### src/rtl/ps2_host_transmitter_if.sv
// Host-side command handshake between the system logic and the PS/2 transmitter.
interface ps2_host_transmitter_if;
  logic       txStart;
  logic [7:0] txData;
  logic       txBusy;
  logic       txDone;
  logic       txAckOk;
  logic       txError;

  modport master (
    output txStart,
    output txData,
    input  txBusy,
    input  txDone,
    input  txAckOk,
    input  txError
  );

  modport slave (
    input  txStart,
    input  txData,
    output txBusy,
    output txDone,
    output txAckOk,
    output txError
  );
endinterface

### src/rtl/ps2_host_transmitter.sv
// PS/2 host-to-device transmitter: request-to-send, 11-bit frame driven on device
// clock falling edges, ack check, with start and transfer timeouts.
module ps2_host_transmitter #(
  parameter int unsigned CLOCK_FREQUNCY   = 100000000,
  parameter int unsigned INHIBIT_US       = 100,
  parameter int unsigned START_TIMEOUT_US = 15000,
  parameter int unsigned XFER_TIMEOUT_US  = 2000
) (
  input  logic                   clk,
  input  logic                   rst,
  ps2_host_transmitter_if.slave  host,
  input  logic                   ps2Clk,
  input  logic                   ps2Data,
  output logic                   ps2ClkOe,
  output logic                   ps2DataOe
);

  localparam int unsigned CYCLES_PER_US  = CLOCK_FREQUNCY / 1000000;
  localparam int unsigned INHIBIT_CYCLES = CYCLES_PER_US * INHIBIT_US;
  localparam int unsigned START_CYCLES   = CYCLES_PER_US * START_TIMEOUT_US;
  localparam int unsigned XFER_CYCLES    = CYCLES_PER_US * XFER_TIMEOUT_US;
  localparam int unsigned MAX_IS         = (INHIBIT_CYCLES > START_CYCLES) ? INHIBIT_CYCLES : START_CYCLES;
  localparam int unsigned MAX_CYCLES     = (MAX_IS > XFER_CYCLES) ? MAX_IS : XFER_CYCLES;
  localparam int unsigned TIMER_W        = $clog2(MAX_CYCLES + 1);
  localparam int unsigned BIT_W          = 4;
  localparam int unsigned FRAME_W        = 9;

  localparam logic [TIMER_W-1:0] INHIBIT_LAST = TIMER_W'(INHIBIT_CYCLES - 1);
  localparam logic [TIMER_W-1:0] START_LAST   = TIMER_W'(START_CYCLES - 1);
  localparam logic [TIMER_W-1:0] XFER_LAST    = TIMER_W'(XFER_CYCLES - 1);
  localparam logic [BIT_W-1:0]   STOP_SENT    = BIT_W'(10);

  typedef enum logic [2:0] {
    IDLE,
    INHIBIT,
    REQUEST,
    WAIT_FIRST,
    SHIFT,
    WAIT_IDLE,
    FAIL
  } state_t;

  state_t               state, stateNext;
  logic [TIMER_W-1:0]   timer, timerNext;
  logic [BIT_W-1:0]     bitCount, bitCountNext;
  logic [FRAME_W-1:0]   shiftReg, shiftRegNext;
  logic [1:0]           clkSync, dataSync;
  logic                 clkPrev;
  logic                 clkLine, dataLine, fallEdge;
  logic                 ps2ClkOeNext, ps2DataOeNext;
  logic                 txBusyQ, txDoneQ, txAckOkQ, txErrorQ;
  logic                 txBusyNext, txDoneNext, txAckOkNext, txErrorNext;

  // Two-flop synchronizers; idle-high reset values avoid a false edge after reset.
  always_ff @(posedge clk or posedge rst) begin
    if (rst) begin
      clkSync  <= 2'b11;
      dataSync <= 2'b11;
      clkPrev  <= 1'b1;
    end else begin
      clkSync  <= {clkSync[0], ps2Clk};
      dataSync <= {dataSync[0], ps2Data};
      clkPrev  <= clkSync[1];
    end
  end

  assign clkLine  = clkSync[1];
  assign dataLine = dataSync[1];
  assign fallEdge = clkPrev & ~clkLine;

  // State, counters and registered outputs.
  always_ff @(posedge clk or posedge rst) begin
    if (rst) begin
      state     <= IDLE;
      timer     <= '0;
      bitCount  <= '0;
      shiftReg  <= '0;
      ps2ClkOe  <= 1'b0;
      ps2DataOe <= 1'b0;
      txBusyQ   <= 1'b0;
      txDoneQ   <= 1'b0;
      txAckOkQ  <= 1'b0;
      txErrorQ  <= 1'b0;
    end else begin
      state     <= stateNext;
      timer     <= timerNext;
      bitCount  <= bitCountNext;
      shiftReg  <= shiftRegNext;
      ps2ClkOe  <= ps2ClkOeNext;
      ps2DataOe <= ps2DataOeNext;
      txBusyQ   <= txBusyNext;
      txDoneQ   <= txDoneNext;
      txAckOkQ  <= txAckOkNext;
      txErrorQ  <= txErrorNext;
    end
  end

  // Next-state and next-output logic; shiftReg holds {parity, data} and fills with 1 so
  // the tenth edge naturally releases the data line for the stop bit.
  always_comb begin
    stateNext     = state;
    timerNext     = timer + TIMER_W'(1);
    bitCountNext  = bitCount;
    shiftRegNext  = shiftReg;
    ps2DataOeNext = ps2DataOe;
    txDoneNext    = 1'b0;
    txAckOkNext   = txAckOkQ;
    txErrorNext   = txErrorQ;

    case (state)
      IDLE: begin
        timerNext     = '0;
        ps2DataOeNext = 1'b0;
        if (host.txStart) begin
          stateNext    = INHIBIT;
          shiftRegNext = {~^host.txData, host.txData};
          txAckOkNext  = 1'b0;
          txErrorNext  = 1'b0;
        end
      end
      INHIBIT: begin
        if (timer == INHIBIT_LAST) begin
          stateNext     = REQUEST;
          ps2DataOeNext = 1'b1;
        end
      end
      REQUEST: begin
        stateNext = WAIT_FIRST;
        timerNext = '0;
      end
      WAIT_FIRST: begin
        if (timer == START_LAST) begin
          stateNext = FAIL;
        end else if (fallEdge) begin
          stateNext     = SHIFT;
          timerNext     = '0;
          ps2DataOeNext = ~shiftReg[0];
          shiftRegNext  = {1'b1, shiftReg[FRAME_W-1:1]};
          bitCountNext  = BIT_W'(1);
        end
      end
      SHIFT: begin
        // Timeout takes priority over a coincident falling edge.
        if (timer == XFER_LAST) begin
          stateNext = FAIL;
        end else if (fallEdge) begin
          bitCountNext = bitCount + BIT_W'(1);
          if (bitCount == STOP_SENT) begin
            if (!dataLine) begin
              txAckOkNext = 1'b1;
              stateNext   = WAIT_IDLE;
            end else begin
              stateNext = FAIL;
            end
          end else begin
            ps2DataOeNext = ~shiftReg[0];
            shiftRegNext  = {1'b1, shiftReg[FRAME_W-1:1]};
          end
        end
      end
      WAIT_IDLE: begin
        ps2DataOeNext = 1'b0;
        if (timer == XFER_LAST) begin
          stateNext = FAIL;
        end else if (clkLine && dataLine) begin
          stateNext  = IDLE;
          txDoneNext = 1'b1;
        end
      end
      FAIL: begin
        stateNext = IDLE;
      end
      default: begin
        stateNext = IDLE;
      end
    endcase

    if (stateNext == FAIL) begin
      ps2DataOeNext = 1'b0;
      txDoneNext    = 1'b1;
      txErrorNext   = 1'b1;
    end

    ps2ClkOeNext = (stateNext == INHIBIT) || (stateNext == REQUEST);
    txBusyNext   = (stateNext != IDLE);
  end

  assign host.txBusy  = txBusyQ;
  assign host.txDone  = txDoneQ;
  assign host.txAckOk = txAckOkQ;
  assign host.txError = txErrorQ;

endmodule
### src/flat_wrapper.sv
// flat-port wrapper written by rule: the top's interface ports become plain ports
module ps2_host_transmitter_flat 
#(
  parameter int unsigned CLOCK_FREQUNCY   = 100000000,
  parameter int unsigned INHIBIT_US       = 100,
  parameter int unsigned START_TIMEOUT_US = 15000,
  parameter int unsigned XFER_TIMEOUT_US  = 2000
)
  (clk, rst, ps2Clk, ps2Data, ps2ClkOe, ps2DataOe, host_txStart, host_txData, host_txBusy, host_txDone, host_txAckOk, host_txError);
  ps2_host_transmitter_if host_i ();
  input  logic clk;
  input  logic rst;
  input  logic ps2Clk;
  input  logic ps2Data;
  output logic ps2ClkOe;
  output logic ps2DataOe;
  input wire logic [$bits(host_i.txStart)-1:0] host_txStart;
  input wire logic [$bits(host_i.txData)-1:0] host_txData;
  output wire logic [$bits(host_i.txBusy)-1:0] host_txBusy;
  output wire logic [$bits(host_i.txDone)-1:0] host_txDone;
  output wire logic [$bits(host_i.txAckOk)-1:0] host_txAckOk;
  output wire logic [$bits(host_i.txError)-1:0] host_txError;
  assign host_i.txStart = host_txStart;
  assign host_i.txData = host_txData;
  assign host_txBusy = host_i.txBusy;
  assign host_txDone = host_i.txDone;
  assign host_txAckOk = host_i.txAckOk;
  assign host_txError = host_i.txError;
  ps2_host_transmitter #(.CLOCK_FREQUNCY(CLOCK_FREQUNCY), .INHIBIT_US(INHIBIT_US), .START_TIMEOUT_US(START_TIMEOUT_US), .XFER_TIMEOUT_US(XFER_TIMEOUT_US)) u_core (.clk(clk), .rst(rst), .host(host_i), .ps2Clk(ps2Clk), .ps2Data(ps2Data), .ps2ClkOe(ps2ClkOe), .ps2DataOe(ps2DataOe));
endmodule
### config.mk
export PLATFORM = sky130hd
export DESIGN_NAME = ps2_host_transmitter_flat
export DESIGN_NICKNAME = d
export VERILOG_FILES = /design/src/rtl/ps2_host_transmitter_if.sv /design/src/rtl/ps2_host_transmitter.sv /design/src/flat_wrapper.sv
export SDC_FILE = /design/constraint.sdc
export NUM_CORES = 1
export LEC_CHECK = 0
export CORE_ASPECT_RATIO = 0.8
export CORE_UTILIZATION = 55
export DETAILED_ROUTE_END_ITERATION = 16
export PLACE_DENSITY = 0.76
export SKIP_LAST_GASP = 1
export SYNTH_ARGS = -nofsm -noshare
export SYNTH_HDL_FRONTEND = slang
export SYNTH_SLANG_ARGS = --single-unit
### constraint.sdc
create_clock -name clk -period 3.1 [get_ports clk]
set_input_delay 0.62 -clock clk [delete_from_list [all_inputs] [get_ports clk]]
set_output_delay 0.62 -clock clk [all_outputs]
set_load 0.02 [all_outputs]
==> results.yml <==
timing:
  fin_crit_sh_pct: 79.8
  rsz0062_at_grt: "no"
  fin_setup_tns_ns: 0
  slew_viol_final: 0
  fmax_mhz: 404
  fin_crit_ns: 2.47
  maxSlewHeadroom_pct: 66.2
  hold_ws_ns: 0.366
  finClkSkew_ns: 0.00933
  finalSetupViolations: 0
  tightest_slew_ns: 0.506
  final-hold-violation-count: 0
floorplanning:
  rows: 21
  die-area_um2: 4900
  fp.dieH_um: 62.8
  die_x_um: 78.1
  ioPinCount: 19
  core_area_um2: 4310
  start_util_pct: 59.1
hold_path:
  whs_endpoint: "u_core.dataSync[1]$_DFF_PP1_"
  whs_path_depth: 0
  min_from: "u_core.dataSync[0]$_DFF_PP1_"
  min_path_type: "reg -> reg"
detailed_routing:
  drt_iter0_markers: 268
  met1_length_um: 2720
  antenna_left: 0
  drt-pass1-iter-count: 4
  num_vias: 1972
  drc_errors: 0
  route.met2.wl_um: 2360
  finalWirelength_um: 5430
  top_layer: "met4"
  wire_per_inst_um: 16.1
  wl_met3_um: 329
  viasPerCell: 5.83
clocking:
  cts_buffer_depth: 2
  cts_sinks: 48
  cts_buffers: 5
  cts_repair_resize_count: 0
  root_buffer: "clkbuf_8"
  htreeDepth: 2
  cts_post_setup_buffers_inserted: 0
  clkLatencyLatePin_ns: 0.30
  cts_tree: "built"
  clkTransAtPathRegs_ns: 0.09
  hold_buffers: 0
pwr:
  p_leak_uw: 0.00123
  powerDensity_nw_per_um2: 398
  irDropWorstVdd_mv: 0.349
worst_setup_path:
  reg2reg_depth: 6
  cp-end-kind: "register"
  cp_max_fo: 6
  start_kind: "register"
  arrival_ns: 2.67
  path_class: "reg -> reg"
  required_ns: 3.29
  rrSetupSlack_ns: 0.63
  reg2reg_from: "u_core.timer[6]$_DFF_PP0_"
  r2r_end: "u_core.ps2DataOe$_DFFE_PP0P_"
  crit_path_start: "u_core.timer[6]$_DFF_PP0_"
final_layout:
  fill_cells: 354
  syn_to_final_growth_pct: 14.0
  drive_gt1_share_pct: 11.7
  antenna_cells: 0
  nets: 296
  finish.utilization_pct: 67.3
synthesis:
  synth_nets: 274
  synthDominantCellAreaShare_pct: 42.3
  synth_cell_types: 53
  synthTopCellsByCount: "nor2_1, dfrtp_1, nand2_1"
  syn_area_um2: 2540
  synth_edf_count: 0
  yosys.area.top_type: "dfrtp_1"
  ys_seq_elements: 48
  yosys.cell_count.top_type: "nor2_1"
  avgSynthCellArea_um2: 9.86
  yosysWarnings: 0
  synth-async-reset-ratio_pct: 100
  yosysSeqAreaShare_pct: 47.4
  synth_area_leaders: "dfrtp_1, nor2_1, dfstp_2, xnor2_1, xor2_1"
  synthCells: 258
  ys.flop_type: "dfrtp_1"
grt:
  grt_usage_pct: 24.5
  grt_pass1_vias: 1864
  grt_pass1_wl_um: 9250
  grt_overflow_total: 0
  antenna_found_initial: 0
  grt_max_degree: 24
placement:
  io_buffers: 18
  dp_hpwl_um: 4050
  gp_congestion: 0.967
run_status:
  outcome: "finished, final reports clean"
job:
  drv_cap: 0
==> layout make-up <==
class	count	area [µm²]	share of cell area, %
Multi-Input combinational cell	197	1270	43.9
Sequential cell	48	1210	41.6
Timing Repair Buffer	22	210	7.25
Tap cell	57	71.3	2.46
Clock buffer	5	68.8	2.37
Clock inverter	3	46.3	1.60
Inverter	6	22.5	0.777
==> worst max path at each step <==
stage | end | slack (ns) | cells past startpoint
floorplan | u_core.host.txBusy$_DFF_PP0_ | 0.92 | 5
global placement | u_core.ps2ClkOe$_DFF_PP0_ | 0.82 | 5
detailed placement | u_core.host.txDone$_DFF_PP0_ | 0.77 | 5
CTS | u_core.ps2DataOe$_DFFE_PP0P_ | 0.74 | 6
global route | u_core.ps2DataOe$_DFFE_PP0P_ | 0.56 | 6
finish | u_core.ps2DataOe$_DFFE_PP0P_ | 0.63 | 6
==> state kept, by name, indices dropped and copies added (netlist names), 2 cells and up <==
signal,flops
u_core.dataSync,2
u_core.shiftReg,9
u_core.timer,21
u_core.bitCount,4
u_core.state,3
u_core.clkSync,2
==> logic make-up after synthesis <==
group / count (synthesis) / share of synthesized area (%)
AOI/OAI and AO/OA: 33 / 9.00
xor gates and xnor gates: 28 / 9.64
adders and majority gates: 3 / 1.48
buffers and inverters: 13 / 2.51
DFF: 48 / 47.4
muxes: 11 / 4.47
and+or+nand+nor: 122 / 25.5
==> metal layers <==
metal | up-vias | track usage [%]
li1 | 942 | -
met1 | 961 | 37.2
met4 | 0 | 7.64
met2 | 65 | 34.4
met5 | - | 0
met3 | 4 | 5.84
==> cells in the final DEF (no fill, tap or decap), types with 2 or more instances in the layout <==
cell and n:
nand2b_1 4, xnor2_1 15, and2b_2 2, and3b_1 2
buf_4 4, nand2_1 22, inv_1 5, nor3b_1 4
clkdlybuf4s50_1 18, a211oi_1 2, nor3_1 2, nand4_1 6
mux2_2 3, ha_1 3, nor2b_1 2, dfstp_2 5
xor2_1 13, a21oi_1 11, and3_1 3, nor4_1 3
nand3b_1 2, o31ai_1 2, nand3_1 6, dfrtp_1 43
o21ai_0 4, a32o_1 2, and2_1 3, mux2i_1 8
clkbuf_8 5, o211ai_1 3, nor2_1 47
==> worst max-delay path: stages (launching register included) <==
cell      delay, ns
dfrtp_1        0.45
nor4_1         0.47
nand4_1        0.35
o31ai_1        0.44
nand4b_1       0.18
mux2_2         0.33
and2_1         0.15
==> stage by stage <==
stage          setup WS, ns  power, µW  std cells  area [µm²]
6_report              0.625       1150        338        2900
5_1_grt               0.561       1200        338        2900
4_1_cts               0.743       1160        338        2900
3_5_place_dp          0.772        709        330        2790
3_3_place_gp          0.824        707        330        2790
2_1_floorplan         0.924        679        258        2540
==> power breakdown <==
| part | switching [µW] | leakage [µW] | internal (µW) |
|---|---|---|---|
| sequential | 3.19 | 0.000618 | 632 |
| combinational | 32.7 | 0.000553 | 29.2 |
| clock | 214 | 0.0000548 | 243 |
Note: power is estimated with default switching activity, not from simulation.
